## src/rtl/dbb_rd_resp_slave.sv

```systemverilog
// DBB read-channel responder: queues AR requests and returns in-order R bursts
// whose lanes carry an address-derived pattern. Optional stalls: DBB_RD_RESP_STALL_EN.
module dbb_rd_resp_slave #(
  parameter int ADDR_WIDTH   = 64,
  parameter int DATA_WIDTH   = 512,
  parameter int ALEN_WIDTH   = 4,
  parameter int ASIZE_WIDTH  = 3,
  parameter int ABURST_WIDTH = 2,
  parameter int AID_WIDTH    = 8,
  parameter int RDEPTH       = 4
) (
  input  logic                    clk,
  input  logic                    rst_n,
  input  logic                    arvalid,
  input  logic [ADDR_WIDTH-1:0]   araddr,
  input  logic [ALEN_WIDTH-1:0]   arlen,
  input  logic [ASIZE_WIDTH-1:0]  arsize,
  input  logic [ABURST_WIDTH-1:0] arburst,
  input  logic [AID_WIDTH-1:0]    arid,
  output logic                    arready,
  output logic                    rvalid,
  output logic                    rlast,
  output logic [DATA_WIDTH-1:0]   rdata,
  output logic [AID_WIDTH-1:0]    rid,
  input  logic                    rready,
  output logic                    busy
);
  localparam int PW    = $clog2(RDEPTH);
  localparam int LANES = DATA_WIDTH / 32;

  typedef struct packed {
    logic [AID_WIDTH-1:0]    id;
    logic [ADDR_WIDTH-1:0]   addr;
    logic [ALEN_WIDTH-1:0]   len;
    logic [ASIZE_WIDTH-1:0]  size;
    logic [ABURST_WIDTH-1:0] burst;
  } ar_t;

  typedef enum logic {IDLE, BURST} state_t;

  // AR queue
  ar_t           mem [RDEPTH];
  ar_t           head;
  logic [PW:0]   wr_ptr, rd_ptr;
  logic          empty, full, push, pop, ready_q;

  assign empty   = (wr_ptr == rd_ptr);
  assign full    = (wr_ptr[PW] != rd_ptr[PW]) && (wr_ptr[PW-1:0] == rd_ptr[PW-1:0]);
  assign arready = ready_q & ~full;
  assign push    = arvalid & arready;
  assign head    = mem[rd_ptr[PW-1:0]];

  always_ff @(posedge clk)
    if (push) mem[wr_ptr[PW-1:0]] <= ar_t'{arid, araddr, arlen, arsize, arburst};

  always_ff @(posedge clk or negedge rst_n) begin
    if (!rst_n) begin
      ready_q <= 1'b0;
      wr_ptr  <= '0;
      rd_ptr  <= '0;
    end else begin
      ready_q <= 1'b1;
      if (push) wr_ptr <= wr_ptr + (PW+1)'(1);
      if (pop)  rd_ptr <= rd_ptr + (PW+1)'(1);
    end
  end

  // Burst engine
  state_t                  state, nxt;
  logic [ADDR_WIDTH-1:0]   b_addr, nxt_addr, src_addr;
  logic [ALEN_WIDTH-1:0]   b_len, cnt, cnt_inc;
  logic [ASIZE_WIDTH-1:0]  b_size;
  logic [ABURST_WIDTH-1:0] b_burst;
  logic                    adv, rlast_q, fire;
  logic [LANES-1:0][31:0]  rdata_q;

  assign fire     = rvalid & rready;
  assign cnt_inc  = cnt + ALEN_WIDTH'(1);
  assign nxt_addr = (b_burst == '0) ? b_addr : b_addr + (ADDR_WIDTH'(1) << b_size);
  assign src_addr = pop ? head.addr : nxt_addr;

  always_ff @(posedge clk or negedge rst_n)
    if (!rst_n) state <= IDLE;
    else        state <= nxt;

  always_comb begin
    nxt = state;
    pop = 1'b0;
    adv = 1'b0;
    case (state)
      IDLE:
        if (!empty) begin
          pop = 1'b1;
          nxt = BURST;
        end
      BURST:
        if (fire) begin
          // Last beat chains straight into the next queued burst when one exists.
          if (cnt == b_len) begin
            if (!empty) pop = 1'b1;
            else        nxt = IDLE;
          end else begin
            adv = 1'b1;
          end
        end
      default: nxt = IDLE;
    endcase
  end

  always_ff @(posedge clk or negedge rst_n) begin
    if (!rst_n) begin
      b_addr  <= '0;
      b_len   <= '0;
      b_size  <= '0;
      b_burst <= '0;
      cnt     <= '0;
      rid     <= '0;
      rlast_q <= 1'b0;
    end else if (pop) begin
      b_addr  <= head.addr;
      b_len   <= head.len;
      b_size  <= head.size;
      b_burst <= head.burst;
      cnt     <= '0;
      rid     <= head.id;
      rlast_q <= (head.len == '0);
    end else if (adv) begin
      b_addr  <= nxt_addr;
      cnt     <= cnt_inc;
      rlast_q <= (cnt_inc == b_len);
    end
  end

  genvar k;
  generate
    for (k = 0; k < LANES; k++) begin : g_lane
      always_ff @(posedge clk or negedge rst_n)
        if (!rst_n)          rdata_q[k] <= '0;
        else if (pop || adv) rdata_q[k] <= src_addr[31:0] + 32'(4 * k);
    end
  endgenerate

  assign rdata = rdata_q;
  assign rlast = rlast_q & (state == BURST);
  assign busy  = ~empty | (state == BURST);

`ifdef DBB_RD_RESP_STALL_EN
  logic [7:0] lfsr;
  logic       shown_q;

  // shown_q marks a beat already presented and not yet taken; it must stay up.
  always_ff @(posedge clk or negedge rst_n) begin
    if (!rst_n) begin
      lfsr    <= 8'hA5;
      shown_q <= 1'b0;
    end else begin
      lfsr    <= {lfsr[6:0], lfsr[7] ^ lfsr[5] ^ lfsr[4] ^ lfsr[3]};
      shown_q <= rvalid & ~rready;
    end
  end

  assign rvalid = (state == BURST) & (shown_q | (lfsr[1:0] != 2'b00));
`else
  assign rvalid = (state == BURST);
`endif

endmodule
```

## config.mk

```make
export PLATFORM = sky130hd
export DESIGN_NAME = dbb_rd_resp_slave
export DESIGN_NICKNAME = d
export VERILOG_FILES = /design/src/rtl/dbb_rd_resp_slave.sv
export SDC_FILE = /design/constraint.sdc
export NUM_CORES = 1
export LEC_CHECK = 0
export CORE_ASPECT_RATIO = 0.6
export CORE_UTILIZATION = 35
export DETAILED_ROUTE_END_ITERATION = 8
export PLACE_DENSITY_LB_ADDON = 0.2
export SETUP_SLACK_MARGIN = 0.3
export SLEW_MARGIN = 20
export SYNTH_ARGS = -nofsm -noshare
export SYNTH_HDL_FRONTEND = slang
export SYNTH_SLANG_ARGS = --single-unit
```

## constraint.sdc

```tcl
create_clock -name clk -period 4.9 [get_ports clk]
set_clock_uncertainty 0.15 [all_clocks]
set_input_delay 1.225 -clock clk [delete_from_list [all_inputs] [get_ports clk]]
set_output_delay 1.225 -clock clk [all_outputs]
set_load 0.01 [all_outputs]
```

* Word-level counts from Yosys, hierarchy flattened
Memory sizes are Yosys's and may differ from the RTL's.
Index checks and enable logic that the tools add are counted.
** Word-level totals
- Bits in registers :: 606
- Memory bits (writable) :: 324
- Memories :: 1
- Output and inout port bits :: 524
- Input bits :: 85
** Cells by class
- Reduce and logical (&&, ||, !) cells :: 5
- Eq/ne operators :: 5
- Bitwise logic cells :: 8
- $add $sub $neg :: 19
- Shifts and indexed selects :: 1
- Mux-type cells :: 20
** Memories
- mem :: depth 4, bits a word 81, rd ports 1, clocked after memory_dff 0, write ports 1, line 42 : ar_t mem [RDEPTH];
** Operators with widths (count)
- 32-bit by 6-bit adder with 32-bit output, second input constant :: 8
- 64-bit 2-to-1 mux :: 3
- 32-bit by 5-bit adder with 32-bit output, second input constant :: 4
- 32-bit by 4-bit adder with 32-bit output, second input constant :: 2
- 64-bit adder :: 1
- 1-bit by 3-bit left shift with 64-bit output, first input constant :: 1
- 32-bit by 3-bit adder with 32-bit output, second input constant :: 1
- 32-bit 2-to-1 mux :: 1
- 1-bit 2-to-1 mux :: 12
- 4-bit == test :: 2
- 4-bit 2-to-1 mux :: 2
- 3-bit by 1-bit adder with 3-bit output, second input constant :: 2
- 4-bit by 1-bit adder with 4-bit output, second input constant :: 1
- 1-bit bitwise AND :: 4
- 4-bit logical NOT :: 1
- 1-bit one-hot mux with 2 select lines :: 2
- 3-bit == test :: 1
- 1-bit NOT :: 3
- 2-bit == test :: 1
- 2-bit logical NOT :: 1
- 2-bit nonzero test :: 1
- 1-bit logical AND :: 1
- 1-bit logical OR :: 1
- 1-bit != test :: 1
- 1-bit bitwise OR :: 1

* Logic depth before layout (Yosys ltp)
Gate-level depths: netlist of the first run.
- Depth after elaboration :: 7
- Mapped depth :: 21
- Gate-level depth less buffers :: 18

* Least setup slack after synthesis of the first run
Ideal clock, no wire load.
- Path type :: register -> register
- Start :: register b_size[0]
- End :: register rdata_q (netlist bit rdata[371])
- Buffers on the path :: 3
- Cell stages (with the launch flop) :: 20
- Path slack :: 103 ps
- Setup time :: 80 ps
- Data required time :: 4670 ps
- Arrival time :: 4567 ps
- Path through :: dfrtp_1 clkbuf_1 or3b_2 inv_1 ha_1 a211oi_2 o21ai_0 xnor2_1 o211a_1 nor2_1 clkbuf_1 ha_1 clkbuf_1 inv_1 nand2_1 a31oi_1 nor3_1 nand4_1 nor2_1 mux2i_1
** On the way
- Word-level cells in the longest chain between the ends :: 5
** RTL lines
- from (decl) :: line 72 : logic [ASIZE_WIDTH-1:0] b_size;
- from (signal assigned) :: line 122 : b_size <= head.size;
- 1-bit by 3-bit left shift with 64-bit output :: line 79 : assign nxt_addr = (b_burst == '0) ? b_addr : b_addr + (ADDR_WIDTH'(1) << b_size);
- 64-bit adder :: line 79
- 64-bit 2-to-1 mux :: line 79
- 32-bit 2-to-1 mux :: line 80 : assign src_addr = pop ? head.addr : nxt_addr;
- named net src_addr[5] :: line 70 : logic [ADDR_WIDTH-1:0] b_addr, nxt_addr, src_addr;
- 32-bit by 6-bit adder with 32-bit output :: line 139 : else if (pop || adv) rdata_q[k] <= src_addr[31:0] + 32'(4 * k);
- to (signal, indexed assignment) :: line 139
- to (decl) :: line 75 : logic [LANES-1:0][31:0] rdata_q;
The timed path passes the listed nets, and every way through them passes these cells.
A chain may end at the register's enable or synchronous reset.

* Final worst setup path of the first run
- Start :: register b_size[1]
- End :: register rdata_q (netlist bit rdata[190])
** On the way
- Word-level cells in the longest chain between the ends :: 5
** RTL lines (line)
- 1-bit by 3-bit left shift with 64-bit output :: 79
- 64-bit adder :: 79
- 64-bit 2-to-1 mux :: 79
- 32-bit 2-to-1 mux :: 80
- named net src_addr[3] :: 70
- 32-bit by 5-bit adder with 32-bit output :: 139
The timed path passes the listed nets, and every way through them passes these cells.

==> summary.md, run 1 <==
| Metric | Value |
|---|---|
| Register area share after synthesis | 53.5% |
| Synthesized cell area | approximately 0.033 mm² |
| Sequential power share | 25.8% |
| Clock Power Share | 15.2% |
| Largest net degree at the start of global routing | between 150 and 200 |
| Syn_nets | between 3k and 4k |
| Filler cells | 8,598 |
| H-tree Lvls | 3 |
| Hold WC Path Type | reg -> reg |
| CTS tree | yes |
| Initial antenna violation count | 5 |
| # setup viols final | 0 |
| Clock sink count | just under 700 |
| FF-to-FF Start | b_size[1] |
| Post-synth top flop | dfrtp_1 |
| Placer Congestion | 0.992 |
| First-pass GRT wire length | approximately 200 mm |
| Proportion of layout cells with a drive suffix above 1 | 18.2% |
| # nets final | 3,957 |
| EDFF count, synth | a little under 200 |
| Mean area per synthesized cell | 10.7 µm² |
| VDD IR-drop max | 0.000438 V |
| Die X-Extent | ~400 µm |
| Final Cell Area | 0.0453 mm² |
| Final min period | 4.60 ns |
| ANT cells | 0 |
| Core Rows | 87 |
| CP required | 5.27 ns |
| Clock tree root driver cell | clkbuf_16 |
| Combinational Power Share | 59.0% |
| Biggest fanout along the worst timing path | 8 |
| Overall Global Routing Usage | 29.0% |
| DR WL/cell | 28.0 µm |
| DR DRC count | 0 |
| I/O Buffers | 576 |
| Drt pass-1 iters | 6 |
| Power Density | 796 mW/mm² |
| IO Count | 609 |
| Synth warn | 0 |
| Endpoints failing hold | 0 |
| Max Cap Viol | 0 |
| Max Buffers Root-to-Sink | 3 |
| Dpl ws | 0.0618 ns |
| Detailed placement HPWL | ~110 mm |
| Pleak | 17.8 nW |
| Setup tns final | 0 ns |
| DRT Wirelength | 144 mm |
| Initial Util | 35.4% |
| Yosys reg bits | 674 |
| Remaining antenna violation count | 0 |
| Global route total overflow | 0 |
| Worst Max-Slew Pin Slew | 0.975 ns |
| CP Capture Type | register |
| RSZ-0062 raised after global routing | true |
| Worst skew pair latency | 0.66 ns |
| Placed inst area | ~0.042 mm² |
| Status | finished, final reports clean |
| Area grow syn2layout | 35.8% |
| Ys async rst share | 70.9% |
| Fmax | 218 MHz |
| Post-Syn Instances | 3,118 |
| Switching part of the total | a little under half |
| Net switching power | 16.3 mW |
| Commonest cells after routing, fill and taps aside | 575 x clkdlybuf4s50_1, 478 x nand2_1, 474 x dfrtp_1 |
| Vert. Die Dim | 241 µm |
| Startpoint types | register |
| Setup WS post-layout | 0.304 ns |
| Critical path class | reg -> reg |
| Pint | 19.7 mW |
| Core area | 0.0942 mm² |
| Full die area | 0.0966 mm² |
| Detailed-route via count | roughly 29k |
| Final core utilization | 48.1% |
| Max-slew violations | 0 |
| Worst path arrival time | 4.97 ns |
| HP Start | rid[6] |
| Yosys cell types | 100 |
| Clock transition at the registers of the reported paths | 0.06 ns |
| Slew headroom | 34.8% |
| Period utilization | roughly 94% |
| Iter 0 DRT Violations | 3,208 |
| Crit. Startpoint | b_size[1] |
| Most common cell after layout, fill and taps aside | clkdlybuf4s50_1 |
| Vias in the first global route | 26.6k |
| Via density per instance | 5.62 |
| TritonCTS Buffers | 70 |
## repair_timing
item,4_1_cts,5_1_grt
cloned,0,1
pin swaps,4,28
setup buffers,3,35
hold buffers,0,0
hold endpoints to repair,0,0
setup endpoints to repair,134,291
gates resized for setup,22,108
## registers in the layout (all words and copies together), names as in the netlist, named ones only
register	flops
wr_ptr	3
b_burst	2
b_len	4
rid	8
ready_q	1
rvalid	1
mem	196
rd_ptr	3
rdata	446
rlast_q	1
cnt	4
b_size	3
## layout make-up
type / instances / area [µm²] / share of cell area (%)
clock buffer: 102 / 2040 / 4.50
inverter: 22 / 82.6 / 0.182
clock inverter: 20 / 229 / 0.506
tap: 1246 / 1560 / 3.44
timing repair buffer: 941 / 8910 / 19.7
multi-input combinational: 2134 / 14600 / 32.3
sequential: 674 / 17900 / 39.4
## critical path, stage by stage, from the launching register on
cell      delay, ns
dfrtp_1        0.43
or3b_2         0.52
inv_1          0.08
ha_1           0.25
a211oi_4       0.31
buf_4          0.16
or3b_2         0.10
a31oi_1        0.10
a21oi_2        0.33
buf_4          0.31
ha_2           0.37
buf_4          0.23
nand2_1        0.07
nand2_1        0.31
nand4_1        0.30
o21ai_0        0.31
a31oi_1        0.12
## cells by family (layout without fill, tap and decap cells)
family,after synthesis,after routing,synth area share (%)
other,1,1,0.0112
buffers and inverters,311,1085,4.65
adders and majority gates,29,29,1.11
AOI/OAI and AO/OA,709,709,14.1
xor gates and xnor gates,179,179,4.75
and+or+nand+nor,1086,1087,16.1
muxes,129,129,5.72
DFF,674,674,53.5
## power groups by stage
stage	logic, mW	clock network, mW	registers [mW]
after floorplan	8.51	0	9.72
after global placement	20.1	0	9.32
after detailed placement	20.1	0	9.33
after CTS	20.3	5.58	9.26
after global routing	22.2	5.80	9.48
final	21.3	5.50	9.28
## Yosys cell counts, drive strengths merged, types with 23 or more instances
master / count / area share, %
a21o: 27 / 0.61
a21oi: 63 / 1.0
a221o: 24 / 0.72
a31oi: 63 / 1.3
and2: 29 / 0.54
buf: 148 / 2.8
clkbuf: 141 / 1.6
dfrtp: 478 / 36
edfxtp: 196 / 18
ha: 28 / 1.1
mux2i: 78 / 2.3
mux4: 49 / 3.3
nand2: 481 / 5.4
nand3: 91 / 1.4
nand4: 73 / 1.5
nor2: 163 / 1.8
nor3: 89 / 1.6
nor4: 42 / 1.3
o211ai: 48 / 1.2
o21ai: 307 / 4.6
o31ai: 28 / 0.67
or3: 26 / 0.50
xnor2: 156 / 4.1
xor2: 23 / 0.65
## worst paths after layout
check / slack (ns) / depth (start not counted) / endpoint
worst max-delay path: 0.30 / 16 / rdata[190]
worst min-delay path: 0.32 / 2 / rid[6]
worst max register to register: 0.30 / 16 / rdata[190]
worst min register to register: 0.32 / 2 / rid[6]
max in group asynchronous: 3.12 / 2 / rdata[459]
min in group asynchronous: 0.44 / 1 / rid[3]
## metal layers
layer / global-route usage (%) / up-vias / wire length, µm
met5: 0 / - / 34
met4: 5.50 / 6 / 3110
met3: 9.70 / 187 / 15200
met2: 41.3 / 1375 / 60100
met1: 42.6 / 14600 / 65700
li1: - / 12800 / -
## stage by stage
step	std cells	power, mW	hold slack (ns)
after CTS	5103	35.2	0.329
after global routing	5139	37.5	0.345
after global placement	4978	29.4	0.309
after detailed placement	4978	29.5	0.314
final	5139	36.0	0.322
after floorplan	3118	18.2	0.311
Note: power is estimated with default switching activity, not from simulation.
==> run 2, diff against run 1 <==
--- a/config.mk
+++ b/config.mk
@@ -7,8 +7,11 @@
 export LEC_CHECK = 0
 export CORE_ASPECT_RATIO = 0.6
 export CORE_UTILIZATION = 35
+export CTS_BUF_LIST = sky130_fd_sc_hd__clkbuf_4
 export DETAILED_ROUTE_END_ITERATION = 8
+export GPL_TIMING_DRIVEN = 0
 export PLACE_DENSITY_LB_ADDON = 0.2
+export RECOVER_POWER = 50
 export SETUP_SLACK_MARGIN = 0.3
 export SLEW_MARGIN = 20
 export SYNTH_ARGS = -nofsm -noshare
==> run 2 against run 1 <==
The flow now finishes with violations (capacitance limit, slew limit). Combinational power increased by 10%. Clock power decreased by 6.9%. Routed wire length increased by 22%.
==> summary.md, run 2 (synthesized netlist as in run 1, its figures left out) <==
| Metric | Value |
|---|---|
| Final Cell Area | 0.0462 mm² (+2.0%) |
| Initial Util | 35.4% (unchanged) |
| TritonCTS Buffers | 170 (+140%) |
| Max-slew violations | 68 (+68) |
| Initial antenna violation count | 13 (+8) |
| Status | complete, but fails checks |
| Placed inst area | 0.0412 mm² (-2.2%) |
| Iter 0 DRT Violations | 4,520 (+41%) |
| Worst skew pair latency | 1.14 ns (+0.48 ns) |
| Fmax | 207 MHz (-4.9%) |
| CP required | 5.78 ns (+0.51 ns) |
| Power Density | 823 mW/mm² (+3.4%) |
| Proportion of layout cells with a drive suffix above 1 | 23.0% (+4.8 points) |
| Pleak | 18.3 nW (+2.9%) |
| Core Rows | 87 (unchanged) |
| DRT Wirelength | 175 mm (+22%) |
| Most common cell after layout, fill and taps aside | dfrtp_1 |
| Max reg flops | 446 (unchanged) |
| Dpl ws | -3.40 ns (-3.46 ns) |
| Placer Congestion | 1.03 (+3.9%) |
| CP Capture Type | register |
| Clock sink count | 674 (unchanged) |
| Clock transition at the registers of the reported paths | 0.08 ns (+0.02 ns) |
| Crit-path cells | buf_2 > xor2_1 > nor3_1 > a21oi_2 > clkbuf_2 > clkdlybuf4s15_1 > clkdlybuf4s15_2 > nand2_1 > o21a_1 |
| Largest net degree at the start of global routing | 96 (-52%) |
| H-tree Lvls | 4 (+1) |
| Core area | 0.0942 mm² (unchanged) |
| Endpoints failing hold | 0 (unchanged) |
| Full die area | 0.0966 mm² (unchanged) |
| Sequential power share | 24.8% (-1.0 points) |
| Detailed placement HPWL | 131 mm (+21%) |
| Vias in the first global route | 30.0k (+13%) |
| Final min period | 4.83 ns (+0.238 ns) |
| First-pass GRT wire length | 238 mm (+19%) |
| DR WL/cell | 32.5 µm (+16%) |
| Failing checks | capacitance limit, slew limit |
| Detailed-route via count | 32.2k (+11%) |
| Crit path buffers/inverters | 4 (unchanged) |
| Die X-Extent | 401 µm (unchanged) |
| Max Cap Viol | 1 (+1) |
| Global route total overflow | 0 (unchanged) |
| Hold WC Path Type | reg -> reg |
| Startpoint types | register |
| Area grow syn2layout | 38.5% |
| Clock Power Share | 13.5% (-1.7 points) |
| Slew headroom | -31.9% (-67 points) |
| HP Start | rid[5] |
| Max incr delay on CP | 0.87 ns (+0.35 ns) |
| Commonest cells after routing, fill and taps aside | 473 x dfrtp_1, 468 x clkdlybuf4s50_1, 467 x nand2_1 |
| Crit. Startpoint | rd_ptr[1] |
| Biggest fanout along the worst timing path | 10 (+2) |
| Setup tns final | 0 ns (unchanged) |
| Clock tree root driver cell | clkbuf_4 |
| # setup viols final | 0 (unchanged) |
| Worst Max-Slew Pin Slew | 1.98 ns (+1.00 ns) |
| IO Count | 609 (unchanged) |
| DR DRC count | 0 (unchanged) |
| Crit path max-delay family | buffers and inverters |
| Combinational Power Share | 61.7% (+2.7 points) |
| Pint | 19.4 mW (-1.7%) |
| Critical path class | reg -> reg |
| Overall Global Routing Usage | 35.5% (+6.5 points) |
| Final core utilization | 49.1% (+0.98 points) |
| RSZ-0062 raised after global routing | true |
| Max Buffers Root-to-Sink | 3 (unchanged) |
| Worst path arrival time | 5.72 ns (+0.75 ns) |
| Switching part of the total | 49.0% (+3.7 points) |
| VDD IR-drop max | 0.000564 V (+29%) |
| Remaining antenna violation count | 0 (unchanged) |
| I/O Buffers | 576 (unchanged) |
| FF-to-FF Start | rd_ptr[1] |
| Drt pass-1 iters | 6 (unchanged) |
| Period utilization | 98.7% (+4.9 points) |
| Net switching power | 18.6 mW (+14%) |
| Vert. Die Dim | 241 µm (unchanged) |
| Via density per instance | 5.97 (+6.2%) |
| Slowest-stage cell, CP | clkdlybuf4s15_1 |
| CTS tree | yes |
| Overall power | 38.0 mW (+5.5%) |
| # nets final | 4,132 (+4.4%) |
| Setup WS post-layout | 0.0660 ns (-0.238 ns) |
run 2: cell types whose count changed in the layout (fill, tap and decap cells not counted), moves of 19 or more:
cell	previous run	this run
clkbuf_16	73	1
clkbuf_4	0	270
buf_6	7	26
buf_4	327	209
clkinv_1	4	23
clkbuf_2	0	59
clkbuf_1	19	64
clkdlybuf4s50_1	575	468
buf_2	0	21
dlygate4sd3_1	0	108
run 2: worst paths after layout:
| check | slack [ns] | endpoint | cells after the start |
|---|---|---|---|
| min in group asynchronous | 1.06 | rdata[142] | 2 |
| setup reg to reg | 0.07 | rdata[34] | 9 |
| setup / recovery | 0.07 | rdata[34] | 9 |
| hold reg to reg | 0.33 | rid[5] | 2 |
| hold / removal | 0.33 | rid[5] | 2 |
| max in group asynchronous | 0.81 | rdata[400] | 4 |
run 2: power groups by stage:
stage,registers [mW],clock network [mW],logic (mW)
final,9.42,5.12,23.5
after global routing,9.59,5.47,23.9
after CTS,9.39,5.19,21.8
after detailed placement,9.47,0,19.8
after global placement,9.51,0,19.4
after floorplan,9.72,0,8.51
run 2: per-layer routing:
layer | wire length, µm | GRT usage (%)
met1 | 75500 | 50.1
met2 | 68600 | 46.7
met3 | 24700 | 16.0
met4 | 6290 | 13.3
met5 | 283 | 1.75
run 2: timing repair:
item	CTS	global route
cloned	0	0
resized for setup	300	203
pin swaps	53	39
hold buffers	1	0
setup buffers	95	41
setup endpoints to repair	446	379
endpoints found under the hold margin	67	0
run 2: layout make-up:
cell class | count | area, µm²
Inverter | 22 | 95.1
Sequential cell | 674 | 17900
Buffer | 288 | 1900
Clock inverter | 37 | 254
Antenna cell | 8 | 20.0
Clock buffer | 258 | 1940
Timing Repair Buffer | 729 | 7160
Tap cell | 1246 | 1560
Multi-Input combinational cell | 2133 | 15400
Fill cell | 8859 | 48000
run 2: per-stage QoR:
stage                     hold WS, ns  std cells
after floorplan                 0.311       3118
after global placement          0.310       4940
after detailed placement        0.316       4956
after CTS                       0.333       5347
after global routing            0.347       5391
final                           0.327       5395
run 2: worst reg2reg max path, cell delays in order, from the launching register on:
cell and delay (ns):
dfrtp_1 0.35, buf_2 0.24, xor2_1 0.38, nor3_1 0.20
a21oi_2 0.81, clkbuf_2 0.60, clkdlybuf4s15_1 0.87, clkdlybuf4s15_2 0.67
nand2_1 0.33, o21a_1 0.18
